===== src/rtl/_64b66b_rx.sv =====
// Receive-side self-synchronising descrambler for 64b/66b, G(x) = 1 + x^39 + x^58.
// Takes LEN scrambled payload bits per valid beat (bit 0 earliest on the wire).
// Produces the descrambled word one cycle later, together with a lock flag.
// The lock flag rises once all 58 history taps come from bits received since
// the last reset or resync.
module _64b66b_rx #(
  parameter int LEN = 32
) (
  input  logic           clk,
  input  logic           nreset,
  input  logic           valid_i,
  input  logic [LEN-1:0] data_i,
  input  logic           resync_i,
  output logic           valid_o,
  output logic [LEN-1:0] data_o,
  output logic           lock_o
);

  localparam int         HIST  = 58;
  localparam logic [7:0] LEN_W = 8'(LEN);
  localparam logic [7:0] FULL  = 8'(HIST);

  // s_q[0] is the most recently received scrambled bit, s_q[57] the oldest
  logic [HIST-1:0] s_q;
  logic [HIST-1:0] s_next;
  logic [5:0]      cnt_q;
  logic [5:0]      base;
  logic [7:0]      sum;
  logic [5:0]      cnt_next;
  logic [LEN-1:0]  d;

  // Descramble: each output bit XORs the received bit with the received bits
  // 39 and 58 positions earlier, taken from this beat or from the history.
  genvar gi;
  generate
    for (gi = 0; gi < LEN; gi++) begin : g_desc
      if (gi <= 38) begin : g_hist_both
        assign d[gi] = data_i[gi] ^ s_q[38-gi] ^ s_q[57-gi];
      end else if (gi <= 57) begin : g_hist_old
        assign d[gi] = data_i[gi] ^ data_i[gi-39] ^ s_q[57-gi];
      end else begin : g_in_beat
        assign d[gi] = data_i[gi] ^ data_i[gi-39] ^ data_i[gi-58];
      end
    end
  endgenerate

  // Next history: the newest LEN bits land at the bottom in reverse order,
  // and the older history shifts up by LEN.
  generate
    for (gi = 0; gi < HIST; gi++) begin : g_shift
      if (gi < LEN) begin : g_from_beat
        assign s_next[gi] = data_i[LEN-1-gi];
      end else begin : g_from_hist
        assign s_next[gi] = s_q[gi-LEN];
      end
    end
  endgenerate

  // A coincident resync makes this beat the first bits of a fresh prime
  assign base     = resync_i ? 6'd0 : cnt_q;
  assign sum      = {2'b00, base} + LEN_W;
  assign cnt_next = (sum >= FULL) ? 6'd58 : sum[5:0];

  // History, prime counter and registered outputs
  always_ff @(posedge clk) begin
    if (!nreset) begin
      s_q     <= '1;
      cnt_q   <= '0;
      valid_o <= 1'b0;
      data_o  <= '0;
      lock_o  <= 1'b0;
    end else begin
      valid_o <= valid_i;
      if (valid_i) begin
        s_q    <= s_next;
        cnt_q  <= cnt_next;
        data_o <= d;
        lock_o <= (base >= 6'd58);
      end else if (resync_i) begin
        cnt_q <= '0;
      end
    end
  end

endmodule


===== config.mk =====
export PLATFORM = sky130hd
export DESIGN_NAME = _64b66b_rx
export DESIGN_NICKNAME = d
export VERILOG_FILES = /design/src/rtl/_64b66b_rx.sv
export SDC_FILE = /design/constraint.sdc
export NUM_CORES = 1
export LEC_CHECK = 0
export ABC_AREA = 1
export CAP_MARGIN = 20
export CORE_MARGIN = 2
export CORE_UTILIZATION = 35
export DETAILED_ROUTE_END_ITERATION = 10
export PLACE_DENSITY = 0.52
export REMOVE_ABC_BUFFERS = 1
export SYNTH_ARGS = -nofsm -noshare
export SYNTH_HDL_FRONTEND = slang
export SYNTH_SLANG_ARGS = --single-unit

===== constraint.sdc =====
create_clock -name clk -period 2 [get_ports clk]
set_clock_uncertainty 0.15 [all_clocks]
set_input_delay 0.3 -clock clk [delete_from_list [all_inputs] [get_ports clk]]
set_output_delay 0.3 -clock clk [all_outputs]
set_load 0.005 [all_outputs]

**Word-level counts from Yosys, hierarchy flattened**

Cells that the tools add are included.

- Register bits: 98
- Input port bits: 36
- Output and inout bits: 34
- Word-level logic and storage cells: 75

- $add $sub $neg: 1
- $lt $le $gt $ge: 2
- Mux-type cells: 3
- Bitwise operators: 64

Operators by type and width:

| kind | number |
|---|---|
| $xor A1 B1 Y1 | 64 |
| $mux W6 | 3 |
| $add A6 B6 Y7 const B | 1 |
| $ge A7 B6 Y1 const B | 1 |
| $ge A6 B6 Y1 const B | 1 |

**Logic depth before layout (Yosys ltp)**

- Depth after elaboration: 5
- Gate-level depth with buffers: 8
- Gate-level depth less buffers: 7

**Least setup slack after synthesis**

OpenSTA, ideal clock, no wires.

- Path kind: input to register
- From: input valid_i
- To: register data_o[7]
- Setup time: 0.109 ns
- Arrival time: 0.927 ns
- Required time: 1.741 ns
- Slack: 0.814 ns
- Stages on the path: 7
- Buffers on the path: 2
- Cell sequence: buf_4 > buf_6 > nand2_2 > a21boi_0 > nand2_1 > nand2_1 > inv_1

RTL lines:

| what | line | RTL |
|---|---|---|
| start: declaration | 11 | `input logic valid_i,` |
| end signal: assignment | 70 | `data_o <= '0;` |
| end signal: assignment | 77 | `data_o <= d;` |
| end: declaration | 15 | `output logic [LEN-1:0] data_o,` |

**Worst setup path after layout**

- From: register data_o[15]
- To: output data_o[15]

No word-level cell between the ends.

==> reports/qor.csv <==
stage,metric,value,unit
outcome,status,finished clean,
timing,tns,0,ns
critical_path,slowest_delay,0.51,ns
global_routing,grt_pass1_wl,16550,µm
clock_tree,postCtsSetupBuffers,0,
cells_and_area,nets,731,
clock_tree,path_clk_slew,0.07,ns
detailed_routing,via_count,3865,
timing,final_max_slew_viol_count,0,
detailed_routing,ant_nets,0,
critical_path,cp_slowest_cell,clkdlybuf4s50_1,
cells_and_area,fillers,1325,
logic_synthesis,syn_area,4447,µm²
floorplanning,die_width,116.7,µm
critical_path,reg2reg_to,data_o[25]$_SDFFE_PN0P_,
cells_and_area,areaGrowthSynthToFinish,25.32,%
detailed_routing,firstDrtPassIters,4,
floorplanning,rows,41,
critical_path,required,1.55,ns
logic_synthesis,avgSynthCellArea,6.959,µm²
detailed_routing,drt-total-wl,9773,µm
detailed_routing,wl_per_cell,11.21,µm
clock_tree,cts_resized,0,
logic_synthesis,synth_top_family_by_area,simple AND/OR/NAND/NOR gates,
critical_path,reg2reg_depth,7,
critical_path,crit_family,buffers and inverters,
critical_path,start_kind,flip-flop,
clock_tree,clock_latency,0.35,ns
detailed_routing,wl_met2,4340,µm
global_routing,antenna_found_initial,0,
timing,tightest_slew,0.5021,ns
clock_tree,cts_max_path_buffers,2,
logic_synthesis,synth_compound_area_share,11.65,%
critical_path,r2r_start,s_q[32]$_SDFFE_PN1P_,
critical_path,crit_buf_inv,1,
timing,min_period,1.676,ns
hold_path,holdPathStages,3,
logic_synthesis,synth_xor_area_share,4.333,%
logic_synthesis,synthAdderAreaFrac,0,%
logic_synthesis,ys_ff_latch,97,
detailed_routing,drtIter0Drc,158,
global_routing,grt_usage,15.34,%
logic_synthesis,muxShareOfSynthArea,0,%
detailed_routing,wl_met1,4875,µm
timing,slew_headroom,66.53,%
cells_and_area,n_antenna_cell,0,
critical_path,crit_arrival,1.23,ns
clock_tree,hold_buffers,0,
placed_design,hpwl,6364,µm
logic_synthesis,synth_cells,639,
hold_path,hold_class,primary input to flip-flop,
floorplanning,ios,70,
cells_and_area,multiInputGateArea,1978,µm²
critical_path,reg2reg_slack,0.92,ns
critical_path,path_max_fanout,2,
detailed_routing,drc,0,
clock_tree,clock_sinks,97,
power,power_density,865.4,nW/µm²
hold_path,worstHoldStart,nreset,
timing,setup_viol,0,
timing,hold_viol_final,0,
critical_path,crit_chain,clkdlybuf4s50_1,
global_routing,grt_max_degree,64,
logic_synthesis,yosys.area_share.simple,28.50,%
clock_tree,tritoncts,done,
floorplanning,dieArea,13620,µm²
logic_synthesis,ys_warn_count,0,
logic_synthesis,synth_cell_types,22,
floorplanning,dieHeight,116.7,µm
clock_tree,root_buffer,clkbuf_16,
global_routing,grt-ovfl-total,0,
placed_design,io_buffers,69,
clock_tree,cts.htree.levels,3,
detailed_routing,route.met3.wl,364,µm
cells_and_area,stdcell_count,872,
run,max_cap_viol_count,0,
timing,timing.final.crit_share,83.80,%
floorplanning,coreArea,12520,µm²
cells_and_area,seq_area,1942,µm²
global_routing,grt_pass1_vias,3605,
detailed_routing,via_per_inst,4.432,
timing,rsz0062_at_grt,false,
critical_path,path_class,flip-flop to output pin,
power,ir_drop,0.3736,mV
timing,clock.fmax,0.5966,GHz
clock_tree,cts_buffers,9,
placed_design,placed_cells,856,
logic_synthesis,yosysSeqAreaShare,43.67,%
detailed_routing,top_layer,met4,
critical_path,endpoint_kind,output pin,
power,leakagePower,2.822,nW
cells_and_area,layout-drive-gt1-share,4.714,%
placed_design,gp_congestion,0.7702,
hold_path,worstHoldEndpoint,cnt_q[1]$_SDFF_PN0_,
floorplanning,start_util,35.53,%
-- registers in the layout, indices dropped and copies added (netlist names) --
| register | count |
|---|---|
| valid_o | 1 |
| cnt_q | 5 |
| lock_o | 1 |
| data_o | 32 |
| s_q | 58 |
-- worst max path at each step --
stage                                  from                 endpoint  slack (ns)  depth (start not counted)
floorplan                            nreset  data_o[12]$_SDFFE_PN0P_        0.51                          4
global placement                    valid_i   data_o[6]$_SDFFE_PN0P_        0.48                          7
detailed placement                  valid_i   data_o[6]$_SDFFE_PN0P_        0.47                          7
CTS                  data_o[6]$_SDFFE_PN0P_                data_o[6]        0.30                          1
global route        data_o[22]$_SDFFE_PN0P_               data_o[22]        0.28                          1
finish              data_o[15]$_SDFFE_PN0P_               data_o[15]        0.32                          1
-- stage by stage --
step	cell area (µm²)	utilization [%]	hold WS, ns	total power, mW	setup slack (ns)
global route	5573	44.52	0.09684	5.088	0.2797
finish	5573	44.52	0.09461	4.823	0.3239
global placement	5241	41.87	0.2855	2.930	0.4836
floorplan	4253	-	0.2341	2.581	0.5080
CTS	5573	44.52	0.08093	4.914	0.2994
detailed placement	5241	41.87	0.2924	2.945	0.4723
-- report_power, final --
part | leakage, nW | switching, mW | total (mW) | internal [mW]
Clock | 0.155 | 0.765 | 1.93 | 1.17
Combinational | 1.86 | 0.358 | 0.719 | 0.360
Sequential | 0.807 | 0.0948 | 2.17 | 2.08
Total | 2.82 | 1.22 | 4.82 | 3.60
-- Yosys cell counts, drive strengths merged --
library cell	instances	share of area [%]
xor2	15	3.0
buf	25	3.9
nor2	71	6.0
a21boi	7	1.2
dfxtp	97	44
clkbuf	6	0.51
nand2	196	17
nand3	42	4.7
o21ai	21	2.4
xnor2	7	1.4
a21oi	24	2.7
o211ai	32	5.4
inv	88	7.5
or2	8	1.1
-- layout by cell type, fill, tap and decap left out, types with 2 or more instances in the layout --
master,Yosys,routed
a21boi_1,6,6
a21oi_1,24,24
buf_12,0,3
buf_4,4,5
bufinv_16,0,2
clkbuf_16,0,9
clkbuf_8,0,2
clkdlybuf4s50_1,0,67
clkinvlp_4,0,2
dfxtp_1,97,97
inv_1,87,86
nand2_1,195,195
nand3_1,42,42
nor2_1,70,70
o211ai_1,32,32
o21ai_0,21,21
or2_0,2,2
or2_2,6,6
xnor2_1,7,7
xor2_1,15,15
-- area by class of cell --
cell class                 count  share of cell area, %
tap                          172                  3.862
clock inverter                 4                  1.347
inverter                      88                  5.972
clock buffer                  12                  4.603
timing repair buffer          76                  13.88
sequential                    97                  34.85
multi-input combinational    423                  35.50
-- layer usage --
layer  track usage (%)  vias up
met5                 0        -
met4             6.510        0
met3             3.944       13
met2             24.59       54
met1             19.58     1711
li1                  -     2087
-- cells by family after synthesis --
logic type / after synthesis
XOR/XNOR: 22
flip-flops: 97
AND/OR/NAND/NOR: 317
AO/OA/AOI/OAI: 84
buffers and inverters: 119
(Power assumes the default switching activity.)
